[src/rtl/tdc_pkg.sv]
`default_nettype none
// ---------------------------------------------------------------------------
// Module : tdc_pkg
// Desc   : Shared types and helpers for the TDC code averager.
// Rev    : 1.0
// ---------------------------------------------------------------------------
package tdc_pkg;

    localparam int TDC_AVG_MAX_LOG2 = 8;

    typedef enum logic [1:0] {
        IDLE  = 2'd0,
        ACCUM = 2'd1,
        DONE  = 2'd2
    } tdc_avg_state_t;

    // Code width needed to hold 0..n inclusive.
    function automatic int tdc_code_w(input int n);
        return $clog2(n) + 1;
    endfunction

endpackage
`default_nettype wire

[src/rtl/tdc_minmax_tracker.sv]
`default_nettype none
// ---------------------------------------------------------------------------
// Module : tdc_minmax_tracker
// Desc   : Running minimum/maximum of a stream of codes over one window.
// Rev    : 1.0
// ---------------------------------------------------------------------------
module tdc_minmax_tracker #(
    parameter int W    = 7,
    parameter int MAXV = 64
) (
    input  logic         clk,
    input  logic         rst,
    input  logic         clear,
    input  logic         update,
    input  logic [W-1:0] value,
    output logic [W-1:0] min_code,
    output logic [W-1:0] max_code
);

    localparam logic [W-1:0] C_MAXV = W'(MAXV);

    always_ff @(posedge clk) begin
        if (!rst) begin
            min_code <= '0;
            max_code <= '0;
        end else if (clear) begin
            min_code <= C_MAXV;
            max_code <= '0;
        end else if (update) begin
            if (value < min_code) begin
                min_code <= value;
            end
            if (value > max_code) begin
                max_code <= value;
            end
        end
    end

endmodule
`default_nettype wire

[src/rtl/tdc_code_averager.sv]
`default_nettype none
// ---------------------------------------------------------------------------
// Module : tdc_code_averager
// Desc   : Windowed sum/mean (and optional min/max, TDC_AVG_MINMAX_EN) of
//          TDC popcount codes with a valid/ready result handshake.
// Rev    : 1.0
// ---------------------------------------------------------------------------
module tdc_code_averager
    import tdc_pkg::*;
#(
    parameter int N            = 64,
    parameter int LOG2_SAMPLES = 4
) (
    input  logic                                  clk,
    input  logic                                  rst,
    input  logic                                  start,
    input  logic                                  in_valid,
    input  logic [tdc_code_w(N)-1:0]              in_code,
    output logic                                  out_valid,
    input  logic                                  out_ready,
    output logic [tdc_code_w(N)+LOG2_SAMPLES-1:0] out_sum,
    output logic [tdc_code_w(N)-1:0]              out_mean,
    output logic [tdc_code_w(N)-1:0]              out_min,
    output logic [tdc_code_w(N)-1:0]              out_max,
    output logic                                  busy,
    output logic                                  overrun
);

    localparam int W  = tdc_code_w(N);
    localparam int SW = W + LOG2_SAMPLES;

    localparam logic [W-1:0]            C_NCODE    = W'(N);
    localparam logic [LOG2_SAMPLES-1:0] C_CNT_LAST = '1;
    localparam logic [LOG2_SAMPLES-1:0] C_CNT_ONE  = LOG2_SAMPLES'(1);

    generate
        if (LOG2_SAMPLES < 1 || LOG2_SAMPLES > TDC_AVG_MAX_LOG2) begin : g_bad_log2
            $error("LOG2_SAMPLES out of range 1..8");
        end
    endgenerate

    tdc_avg_state_t          r_state;
    logic [SW-1:0]           r_acc;
    logic [LOG2_SAMPLES-1:0] r_cnt;

    logic [W-1:0] w_clamped;
    logic         w_start_window;

    assign w_clamped = (in_code > C_NCODE) ? C_NCODE : in_code;

    // A new window opens from IDLE, or straight out of DONE on the accepting cycle.
    assign w_start_window = start &&
                            ((r_state == IDLE) ||
                             ((r_state == DONE) && out_ready));

    always_ff @(posedge clk) begin
        if (!rst) begin
            r_state   <= IDLE;
            r_acc     <= '0;
            r_cnt     <= '0;
            out_valid <= 1'b0;
            busy      <= 1'b0;
            overrun   <= 1'b0;
        end else begin
            case (r_state)
                IDLE: begin
                    if (start) begin
                        r_state <= ACCUM;
                        r_acc   <= '0;
                        r_cnt   <= '0;
                        busy    <= 1'b1;
                        overrun <= 1'b0;
                    end
                end
                ACCUM: begin
                    if (in_valid) begin
                        r_acc <= r_acc + SW'(w_clamped);
                        r_cnt <= r_cnt + C_CNT_ONE;
                        if (r_cnt == C_CNT_LAST) begin
                            r_state   <= DONE;
                            busy      <= 1'b0;
                            out_valid <= 1'b1;
                        end
                    end
                end
                DONE: begin
                    // Samples arriving while the result is pending are lost.
                    if (in_valid && !w_start_window) begin
                        overrun <= 1'b1;
                    end
                    if (out_ready) begin
                        out_valid <= 1'b0;
                        if (start) begin
                            r_state <= ACCUM;
                            r_acc   <= '0;
                            r_cnt   <= '0;
                            busy    <= 1'b1;
                            overrun <= 1'b0;
                        end else begin
                            r_state <= IDLE;
                        end
                    end
                end
                default: begin
                    r_state   <= IDLE;
                    busy      <= 1'b0;
                    out_valid <= 1'b0;
                end
            endcase
        end
    end

    assign out_sum  = r_acc;
    assign out_mean = r_acc[SW-1:LOG2_SAMPLES];

`ifdef TDC_AVG_MINMAX_EN
    logic w_update;
    assign w_update = (r_state == ACCUM) && in_valid;

    tdc_minmax_tracker #(
        .W    (W),
        .MAXV (N)
    ) u_minmax (
        .clk      (clk),
        .rst      (rst),
        .clear    (w_start_window),
        .update   (w_update),
        .value    (w_clamped),
        .min_code (out_min),
        .max_code (out_max)
    );
`else
    assign out_min = '0;
    assign out_max = '0;
`endif

endmodule
`default_nettype wire
[config.mk]
export PLATFORM = sky130hd
export DESIGN_NAME = tdc_code_averager
export DESIGN_NICKNAME = d
export VERILOG_FILES = /design/src/rtl/tdc_pkg.sv /design/src/rtl/tdc_minmax_tracker.sv /design/src/rtl/tdc_code_averager.sv
export SDC_FILE = /design/constraint.sdc
export NUM_CORES = 1
export LEC_CHECK = 0
export CORE_MARGIN = 2
export CORE_UTILIZATION = 45
export DETAILED_ROUTE_END_ITERATION = 6
export DONT_BUFFER_PORTS = 1
export PLACE_DENSITY = 0.72
export SLEW_MARGIN = 25
export SYNTH_ARGS = -nofsm -noshare
export SYNTH_HDL_FRONTEND = slang
export SYNTH_HIERARCHICAL = 1
export SYNTH_SLANG_ARGS = --single-unit
[constraint.sdc]
create_clock -name clk -period 1.9 [get_ports clk]
set_clock_uncertainty 0.15 [all_clocks]
set_input_delay 0.285 -clock clk [delete_from_list [all_inputs] [get_ports clk]]
set_output_delay 0.285 -clock clk [all_outputs]
set_load 0.01 [all_outputs]
==> run metrics <==
insertion delay of the later-clocked pin in the worst-skew pair=290 ps; data arrival time of the critical path=1900 ps; highest-count cells in the layout ignoring fill and taps=dfxtp_1, conb_1, nor2b_1; total number of nets in the final design=178; DP Worst Slack=-9.558 ps; antenna violations before repair=0; capturing element type of the critical path=register; unique cell type count in the Yosys netlist=37; final weighted congestion in routability-driven placement=0.7996; Die Area=0.003406 mm2; total negative slack for setup checks=0 ps; All-Layer GR Usage=0.1583; delay-heaviest family, CP=simple AND/OR/NAND/NOR gates; maximum clock frequency=548.0 MHz; Finish-stage setup viols=0; Top Ports=47; Min Hold Slack=12.66 ps; drt via density=5.554; H-Tree Level Count=1; antenna-violating nets left=0; wire length per cell after detailed routing=13.90 um; critical-path cell list=ha_1 -> nand2_1 -> a211oi_2 -> nor2_1 -> or3_1 -> a21oi_1; die outline width=58.37 um; post-CTS repair timing setup buffer count=0; pwr dens=584.3 mW/mm2; critical path data required time=1980 ps; global-route wire length before repair=4202 um; IO Port Bufs=0; Final Cell Area=0.001356 mm2; number of iterations in the first detailed-routing pass=4; final worst slack=75.31 ps; combined area of all synthesized cells=0.001330 mm2; number of register bits inferred by synthesis=20; non-filler instance count after layout=186; library cell contributing the largest single delay on the critical path=ha_1; Inserted Clock Buffers=3; number of warnings printed during yosys synthesis=6; static leakage=0.5397 nW; buffer levels on the longest clock path=2; max-cap viol count=0; overall via count from detail_route=1033; max-slew violation total from the final report=0; number of placed instances, taps included=182; clock input transition at the sequential cells of the worst setup and hold paths=100 ps; DR WL met2=1228 um; Mapped Cells=157; largest net degree at the start of global routing=14; core area=0.002781 mm2; Largest stage delay, worst path=380 ps; DP HPWL=1885 um; most frequent standard cell in the layout excluding fill and tap cells=dfxtp_1; Hold/Removal Path Class=in2reg; clock root buffer master=clkbuf_4; post-route clock period utilization=0.9604; sequential element share of the synthesized area=0.3010; fraction of final layout cells sized beyond drive strength 1=0.1419; worst-path maximum fanout=5; worst supply voltage drop on vdd=0.3094 mV; GRT Residual Overflow=0; met3 WL=150 um; vias in the first global route=1025; remaining routing DRC violations=0; post-route met1 wirelength=1105 um; total number of placement rows=19; Mean Syn Cell Area=8.472 um2; drt total wl=2586 um; crit path launch type=register; uppermost layer routed=met4; Die H=58.37 um; first-iteration detailed-routing DRC count=17; fin crit period=1825 ps; outcome=complete, no violations; Clock Sinks=20; Placed Instance Area=0.001284 mm2; CP bufs+invs=0; area delta synth->final=1.975%; total inserted antenna cells=0; clock tree from TritonCTS=yes; Initial Util=0.4782; final number of hold-violating endpoints=0; Critical Setup Path Class=reg2reg
==> sequential cells by signal, summed over array words and instances (netlist names) <==
name	count
out_valid	1
r_cnt	4
busy	1
r_state	2
out_sum	11
overrun	1
==> stage by stage <==
stage | total power, W | util
after CTS | 0.0007946 | 0.4732
after global routing | 0.0008290 | 0.4876
after detailed placement | 0.0005945 | 0.4615
after global placement | 0.0005899 | 0.4615
final | 0.0007925 | 0.4876
after floorplan | 0.0006013 | -
==> area by class of cell <==
class	instances	area [um2]
clock buffers	3	22.52
fillers	294	1425
inverters	2	7.507
multi-input cells	122	822.0
flip-flops and latches	20	402.9
well taps	31	38.79
repair buffers	8	62.56
==> per-layer routing <==
metal | vias up | track usage
li1 | 512 | -
met1 | 477 | 0.1793
met2 | 35 | 0.2616
met3 | 9 | 0.03077
met4 | 0 | 0.1196
met5 | - | 0
==> worst register-to-register path, delay by kind of cell, from the launching register on <==
| family | cells | cell delay (ps) |
|---|---|---|
| compound gates | 2 | 400 |
| fa+ha+maj | 1 | 380 |
| flops | 1 | 330 |
| simple gates | 3 | 500 |
==> where the power goes <==
group / switching, W / internal [W]
clock network: 0.000122 / 0.0000737
logic: 0.0000895 / 0.0000535
registers: 0.0000193 / 0.000434
total: 0.000231 / 0.000561
==> logic make-up after synthesis <==
kind of cell,Yosys count,share of synthesized area
adder cells (fa/ha/maj),9,0.09031
other,1,0.002819
multiplexers,2,0.01505
AO/OA/AOI/OAI,36,0.1816
buffers and inverters,28,0.1458
flip-flops,20,0.3010
AND/OR/NAND/NOR,55,0.2239
XOR/XNOR,6,0.03951
==> synth_stat cells (all sizes together) <==
master | number | share of area
buf | 24 | 0.13
dfxtp | 20 | 0.30
nor2b | 13 | 0.061
nand2 | 11 | 0.031
a21oi | 9 | 0.034
ha | 8 | 0.075
nand3 | 8 | 0.034
nor2 | 8 | 0.023
o21ai | 8 | 0.039
a22oi | 5 | 0.028
xor2 | 5 | 0.033
nand4 | 4 | 0.019
a21boi | 3 | 0.017
and2 | 3 | 0.014
o211ai | 3 | 0.017
a21o | 2 | 0.011
a31oi | 2 | 0.0094
clkbuf | 2 | 0.0056
inv | 2 | 0.0056
mux2i | 2 | 0.015
nand3b | 2 | 0.011
or3 | 2 | 0.0094
a211oi | 1 | 0.0056
a311oi | 1 | 0.0066
and2b | 1 | 0.0056
conb | 1 | 0.0028
fa | 1 | 0.015
nand2b | 1 | 0.0047
nand4b | 1 | 0.0066
o2111a | 1 | 0.0085
o21a | 1 | 0.0056
or2 | 1 | 0.0047
xnor2 | 1 | 0.0066
==> path summary, 6_finish.rpt <==
kind	start	end	slack, ps	cells after the start
hold / removal	rst	out_sum[6]	10	2
setup reg to reg	out_sum[4]	out_sum[9]	80	6
setup / recovery	out_sum[4]	out_sum[9]	80	6
hold reg to reg	r_cnt[2]	r_cnt[2]	370	1
==> repair_timing <==
| item | 4_1_cts | 5_1_grt |
|---|---|---|
| resized for setup | 0 | 9 |
| endpoints found under the hold margin | 13 | 0 |
| hold buffers | 1 | 0 |
| endpoints found under the setup margin | 0 | 4 |
No activity file was read; power rests on OpenSTA's default activity.
